$ cat config.mk
export PLATFORM = sky130hd
export DESIGN_NAME = lsu_mem_arbiter
export DESIGN_NICKNAME = d
export VERILOG_FILES = /design/src/rtl/lsu_mem_arbiter.sv
export SDC_FILE = /design/constraint.sdc
export NUM_CORES = 1
export LEC_CHECK = 0
export ABC_AREA = 1
export CORE_ASPECT_RATIO = 0.6
export CORE_UTILIZATION = 35
export DETAILED_ROUTE_END_ITERATION = 16
export HOLD_SLACK_MARGIN = 0.06
export PLACE_DENSITY = 0.8
export SYNTH_ARGS = -nofsm -noshare
export SYNTH_HDL_FRONTEND = slang
export SYNTH_SLANG_ARGS = --single-unit
export TNS_END_PERCENT = 1
$ cat constraint.sdc
create_clock -name clk -period 2.8 [get_ports clk]
set_input_delay 0.56 -clock clk [delete_from_list [all_inputs] [get_ports clk]]
set_output_delay 0.56 -clock clk [all_outputs]
set_load 0.1 [all_outputs]
$ cat src/rtl/lsu_mem_arbiter.sv
// rtl/lsu_mem_arbiter.sv - arbitrates the data-memory port between loads and committed stores
// Registered request/response path; store starvation is bounded by STARVE_MAX lost arbitrations.
module lsu_mem_arbiter #(
   parameter int TAG_W      = 4,
   parameter int STARVE_MAX = 4
) (
   input  logic             clk,
   input  logic             rst_n,
   input  logic             ld_valid,
   output logic             ld_ready,
   input  logic [31:0]      ld_addr,
   input  logic [2:0]       ld_size,
   input  logic [TAG_W-1:0] ld_tag,
   input  logic             st_valid,
   output logic             st_ready,
   input  logic [31:0]      st_addr,
   input  logic [31:0]      st_data,
   input  logic [1:0]       st_size,
   input  logic             st_urgent,
   input  logic             flush,
   output logic             mem_req,
   output logic             mem_we,
   output logic [31:0]      mem_addr,
   output logic [31:0]      mem_wdata,
   output logic [3:0]       mem_be,
   input  logic             mem_gnt,
   input  logic             mem_rvalid,
   input  logic [31:0]      mem_rdata,
   output logic             ld_resp_valid,
   output logic [31:0]      ld_resp_data,
   output logic [TAG_W-1:0] ld_resp_tag,
   output logic             busy
);

   localparam int CNT_W = $clog2(STARVE_MAX + 1);
   localparam logic [CNT_W-1:0] CNT_MAX = CNT_W'(STARVE_MAX);

   typedef enum logic [1:0] {IDLE, REQ, WAIT} state_e;

   state_e             state_q;
   logic               is_load_q;
   logic               squash_q;
   logic [1:0]         off_q;
   logic [2:0]         size_q;
   logic [TAG_W-1:0]   tag_q;
   logic [CNT_W-1:0]   starve_q, starve_d;
   logic               mem_req_q, mem_we_q;
   logic [31:0]        mem_addr_q, mem_wdata_q;
   logic [3:0]         mem_be_q;
   logic               ld_resp_valid_q;
   logic [31:0]        ld_resp_data_q;
   logic [TAG_W-1:0]   ld_resp_tag_q;

   logic               idle;
   logic               store_prio;
   logic               ld_win;

   function automatic logic [3:0] store_be(input logic [1:0] off, input logic [1:0] size);
      case (size)
         2'b00:   store_be = 4'b0001 << off;
         2'b01:   store_be = off[1] ? 4'b1100 : 4'b0011;
         default: store_be = 4'b1111;
      endcase
   endfunction

   function automatic logic [31:0] store_wdata(input logic [31:0] data, input logic [1:0] size);
      case (size)
         2'b00:   store_wdata = {4{data[7:0]}};
         2'b01:   store_wdata = {2{data[15:0]}};
         default: store_wdata = data;
      endcase
   endfunction

   // Size x11 falls through to the word case.
   function automatic logic [31:0] load_extend(input logic [31:0] rdata, input logic [1:0] off,
                                               input logic [2:0] size);
      logic [31:0] sh;
      sh = '0;
      case (size[1:0])
         2'b00: begin
            sh = rdata >> {off, 3'b000};
            load_extend = {{24{size[2] & sh[7]}}, sh[7:0]};
         end
         2'b01: begin
            sh = rdata >> {off[1], 4'b0000};
            load_extend = {{16{size[2] & sh[15]}}, sh[15:0]};
         end
         default: load_extend = rdata;
      endcase
   endfunction

   assign idle       = (state_q == IDLE);
   assign store_prio = st_urgent || (starve_q >= CNT_MAX);
   assign ld_win     = ld_valid && !flush && !(st_valid && store_prio);
   assign ld_ready   = idle && ld_win;
   assign st_ready   = idle && st_valid && !ld_win;

   always_comb begin
      starve_d = starve_q;
      if (st_ready) begin
         starve_d = '0;
      end else if (ld_ready && st_valid && (starve_q != CNT_MAX)) begin
         starve_d = starve_q + 1'b1;
      end
   end

   always_ff @(posedge clk or negedge rst_n) begin
      if (!rst_n) begin
         state_q         <= IDLE;
         is_load_q       <= 1'b0;
         squash_q        <= 1'b0;
         off_q           <= '0;
         size_q          <= '0;
         tag_q           <= '0;
         starve_q        <= '0;
         mem_req_q       <= 1'b0;
         mem_we_q        <= 1'b0;
         mem_addr_q      <= '0;
         mem_wdata_q     <= '0;
         mem_be_q        <= '0;
         ld_resp_valid_q <= 1'b0;
         ld_resp_data_q  <= '0;
         ld_resp_tag_q   <= '0;
      end else begin
         ld_resp_valid_q <= 1'b0;
         case (state_q)
            IDLE: begin
               starve_q <= starve_d;
               squash_q <= 1'b0;
               if (ld_ready) begin
                  state_q     <= REQ;
                  is_load_q   <= 1'b1;
                  mem_req_q   <= 1'b1;
                  mem_we_q    <= 1'b0;
                  mem_addr_q  <= {ld_addr[31:2], 2'b00};
                  mem_wdata_q <= '0;
                  mem_be_q    <= 4'b1111;
                  off_q       <= ld_addr[1:0];
                  size_q      <= ld_size;
                  tag_q       <= ld_tag;
               end else if (st_ready) begin
                  state_q     <= REQ;
                  is_load_q   <= 1'b0;
                  mem_req_q   <= 1'b1;
                  mem_we_q    <= 1'b1;
                  mem_addr_q  <= {st_addr[31:2], 2'b00};
                  mem_wdata_q <= store_wdata(st_data, st_size);
                  mem_be_q    <= store_be(st_addr[1:0], st_size);
               end
            end
            REQ: begin
               // The request is never withdrawn; a flush only marks the load as squashed.
               if (is_load_q && flush) begin
                  squash_q <= 1'b1;
               end
               if (mem_gnt) begin
                  mem_req_q <= 1'b0;
                  mem_we_q  <= 1'b0;
                  state_q   <= is_load_q ? WAIT : IDLE;
               end
            end
            WAIT: begin
               if (flush) begin
                  squash_q <= 1'b1;
               end
               if (mem_rvalid) begin
                  state_q         <= IDLE;
                  squash_q        <= 1'b0;
                  ld_resp_valid_q <= !(squash_q || flush);
                  ld_resp_data_q  <= load_extend(mem_rdata, off_q, size_q);
                  ld_resp_tag_q   <= tag_q;
               end
            end
            default: state_q <= IDLE;
         endcase
      end
   end

   assign mem_req       = mem_req_q;
   assign mem_we        = mem_we_q;
   assign mem_addr      = mem_addr_q;
   assign mem_wdata     = mem_wdata_q;
   assign mem_be        = mem_be_q;
   assign ld_resp_valid = ld_resp_valid_q;
   assign ld_resp_data  = ld_resp_data_q;
   assign ld_resp_tag   = ld_resp_tag_q;
   assign busy          = !idle;

endmodule

# After elaboration in Yosys (flattened, before gate mapping)
# Cells that the tools add are included.
# op_classes
addsub	1
order_cmp	1
eq_ne	10
shift	3
n_mux	32
n_bitwise	2
reduce_logical	30
# op_table
op	count
$mux 32	4
$pmux 32 s2	2
$shr 32x5->16	1
$shr 32x5->8	1
$mux 4	3
$mux 1	11
$mux 2	5
$logic_and 1x1->1	9
$ne 3x3->1 const B	3
$reduce_and 3->1	3
$pmux 4 s2	1
$reduce_and 2->1	4
$eq 2x1->1 const B	3
$logic_not 2->1	3
$mux 3	2
$ne 2x2->1 const B	3
$pmux 2 s3	1
$reduce_bool 2->1	3
$logic_not 1->1	5
$pmux 1 s2	2
$shl 1x2->4 const A	1
$add 3x1->3 const B	1
$ge 3x3->1 const B	1
$pmux 1 s3	1
other kinds (4)	6
# word_totals
register_bits	123

# Depth between registers and ports, before layout
# depth
ltp_word	10
mapped_depth	9

# Worst setup path after synthesis
# OpenSTA, ideal clock, no wires.
# synth_path
path_type	input port to output port
startpoint	in st_urgent
endpoint	out ld_ready
t_arrival_ps	1428
slack_ps	812
stages	5
cell_sequence	o21ai_1 -> nand3_2 -> inv_2 -> buf_4 -> buf_4
# synth_between
elab_chain_cells	5
# synth_rtl
item	line_no	text
from (decl)	19	input logic st_urgent,
$logic_or 1x1->1	93	assign store_prio = st_urgent || (starve_q >= CNT_MAX);
$logic_and 1x1->1	94	assign ld_win = ld_valid && !flush && !(st_valid && store_prio);
$logic_not 1->1	94	
$logic_and 1x1->1	94	
$logic_and 1x1->1	95	assign ld_ready = idle && ld_win;
to (decl)	10	output logic ld_ready,
# No other way between the ends.

# Final worst setup path
# layout_path
startpoint	in flush
endpoint	out ld_ready
# layout_between
elab_chain_cells	4
# layout_rtl
item	line_no	text
from (decl)	20	input logic flush,
$logic_not 1->1	94	
$logic_and 1x1->1 (2 in a row)	94	
$logic_and 1x1->1	95	
# No other way between the ends.

==> metrics.cfg <==
[worst_setup_path]
slowest_delay_ns=0.48
rrSetupSlack_ns=0.85
critPathCaptureType=primary output
worst_ep_required_time_ns=2.24
cp-start-kind=input port
worstReg2RegEnd=mem_wdata[26]$_DFFE_PN0P_
path_class=in2out
reg2reg_from=state_q[1]$_DFFE_PN0P_
critPathMaxFanout=4
critPathSlowestCell=clkdlybuf4s50_1
arrival_ns=1.70
path_buf_inv=3
cp_top_family=buffers and inverters
crit_chain=clkdlybuf4s50_1, nor2_1, nand3_2, inv_2, buf_12
r2r.worst_path.cells=7

[routing]
ant_nets=0
viasPerCell=4.81
wirelength_um=18800
wire_per_inst_um=15.3
drt_first_pass_iters=5
vias=5900
drt_iter0_markers=394
drcViolationCount=0

[timing]
slew_headroom_pct=38.9
rsz0062_at_grt=no
fmax_ghz=0.442
whs_ns=0.252
fin_crit_ns=2.26
tns_ns=0
slew_violations=0
fin_skew_ns=0.0132
period_share_pct=80.8
hold_viol_final=0
worst_pin_slew_ns=0.915
setup-violations-final=0

[yosys]
synth_warnings=0
syn_area_per_cell_um2=7.92
synth_top_area_share_pct=51.8
synth_seq_cells=121
seq_area_frac_synth_pct=51.8
synthCells=738
synth_top_cell_by_area=dfrtp_1
synthTopCellsByArea=dfrtp_1 (52%), nand2_1 (14%), o21ai_0 (6.6%), nand3_1 (6.1%), a21oi_1 (5.0%)
netlist_area_mm2=0.00584
ys_types=27

[global_routing]
grt_max_degree=122
grt_overflow=0
grt_pass1_wl_um=29400
antenna_found_initial=0
grtUsageTotal_pct=21.9
grt_pass1_vias=5448

[final_layout]
fin_area_mm2=0.00894
drive_above_1_share_pct=18.3
fillers=1538
final_util_pct=55.0
mostFrequentLayoutCells=nand2_1 (211), clkdlybuf4s50_1 (143), dfrtp_1 (121), buf_4 (120), o21ai_0 (77)
area_growth_syn_to_layout_pct=53.1
nets=1135
insertedDiodeCount=0
layout_commonest_cell=nand2_1

[clocking]
tritoncts=done
clock_tree.htree_level_count=4
cts_hold_buf=0
cts_buffer_depth=2
clkSlewWorstSetupHoldPaths_ns=0.06
cts.sinks=121
cts_resized=0
cts_made_buffers=17
root_buffer=clkbuf_16
post_cts_buffers=0
clock_latency_ns=0.40

[place]
dpl_cell_area_mm2=0.00832
port_buffers=252
finalWeightedCongestion=0.876
hpwl_um=13700

[run_status]
outcome=completed

[floorplanning]
core_area_mm2=0.0163
die_w_um=169
initial_utilization_pct=35.9
io_pins=255
num_rows=36
die_area_mm2=0.0172
die_y_um=102

[hold_path]
hp-class=in2async

[flow_run]
cap_violations=0

layer usage:
| layer | up-vias | track usage (%) | part of all wire (%) |
|---|---|---|---|
| li1 | 2866 | - | - |
| met1 | 2799 | 31.8 | 47 |
| met2 | 229 | 32.4 | 44 |
| met3 | 6 | 6.04 | 8.5 |
| met4 | 0 | 4.69 | 0.52 |
| met5 | - | 0 | 0 |
cell usage after synthesis:
cell type  instances
o21ai_0           77
ha_1               5
inv_2              6
nor2_8             1
buf_4              7
inv_1             60
nor2_1            54
nand2_4            2
buf_2             18
clkinv_2           1
a21oi_2           10
conb_1             1
nand2_2            5
o22ai_1            1
dfrtp_1          121
nand2_1          212
or2_2              1
nor3_1             1
o22a_1             1
clkbuf_1          10
nand3_1           71
buf_1              3
o21ai_1            6
buf_6              1
o221ai_1           3
nand3_2            2
a21oi_1           58
sequential cells by signal, indices dropped and copies added (netlist names), 2 cells and up:
| signal | count |
|---|---|
| ld_resp_data | 32 |
| mem_wdata | 32 |
| mem_addr | 30 |
| ld_resp_tag | 4 |
| mem_be | 4 |
| tag_q | 4 |
| size_q | 3 |
| starve_q | 3 |
| off_q | 2 |
| state_q | 2 |
worst register-to-register path, delay by kind of cell (launching register included):
kind,cells,cell delay (ns)
buf+inv,2,0.73
simple gates,3,0.34
fa+ha+maj,1,0.26
flops,1,0.37
compound gates,1,0.15
logic make-up (layout without fill, tap and decap cells):
family	Yosys count	count (layout)	synth area share, %
adders and majority gates	5	5	1.07
and+or+nand+nor	349	349	25.0
AOI/OAI and AO/OA	156	156	14.3
other	1	2	0.0642
DFF	121	121	51.8
buffers and inverters	106	365	7.79
final cells by class:
type                       count  area, um2  area share (%)
sequential                   121       3030            33.9
timing repair buffer         266       2390            26.7
multi-input combinational    512       2370            26.5
clock buffer                  20        457            5.11
tap                          228        285            3.19
inverter                      67        253            2.83
clock inverter                12        164            1.83
per-stage QoR:
step | cells | setup WS [ns]
floorplan | 739 | 0.812
global placement | 1194 | 0.518
detailed placement | 1194 | 0.399
CTS | 1226 | 0.501
global route | 1226 | 0.379
finish | 1226 | 0.537
how the worst max path moves through the flow:
| stage | startpoint | depth (start not counted) | end | slack [ns] |
|---|---|---|---|---|
| finish | flush | 5 | ld_ready | 0.54 |
| global route | state_q[0]$_DFFE_PN0P_ | 7 | st_ready | 0.38 |
| CTS | state_q[0]$_DFFE_PN0P_ | 7 | st_ready | 0.50 |
| detailed placement | flush | 7 | mem_wdata[15]$_DFFE_PN0P_ | 0.40 |
| global placement | flush | 7 | mem_wdata[28]$_DFFE_PN0P_ | 0.52 |
| floorplan | st_urgent | 5 | ld_ready | 0.81 |
Power is left out: the tool's default activity adds up to more than one toggle a clock period on the data nets, which glitch-free logic cannot reach.
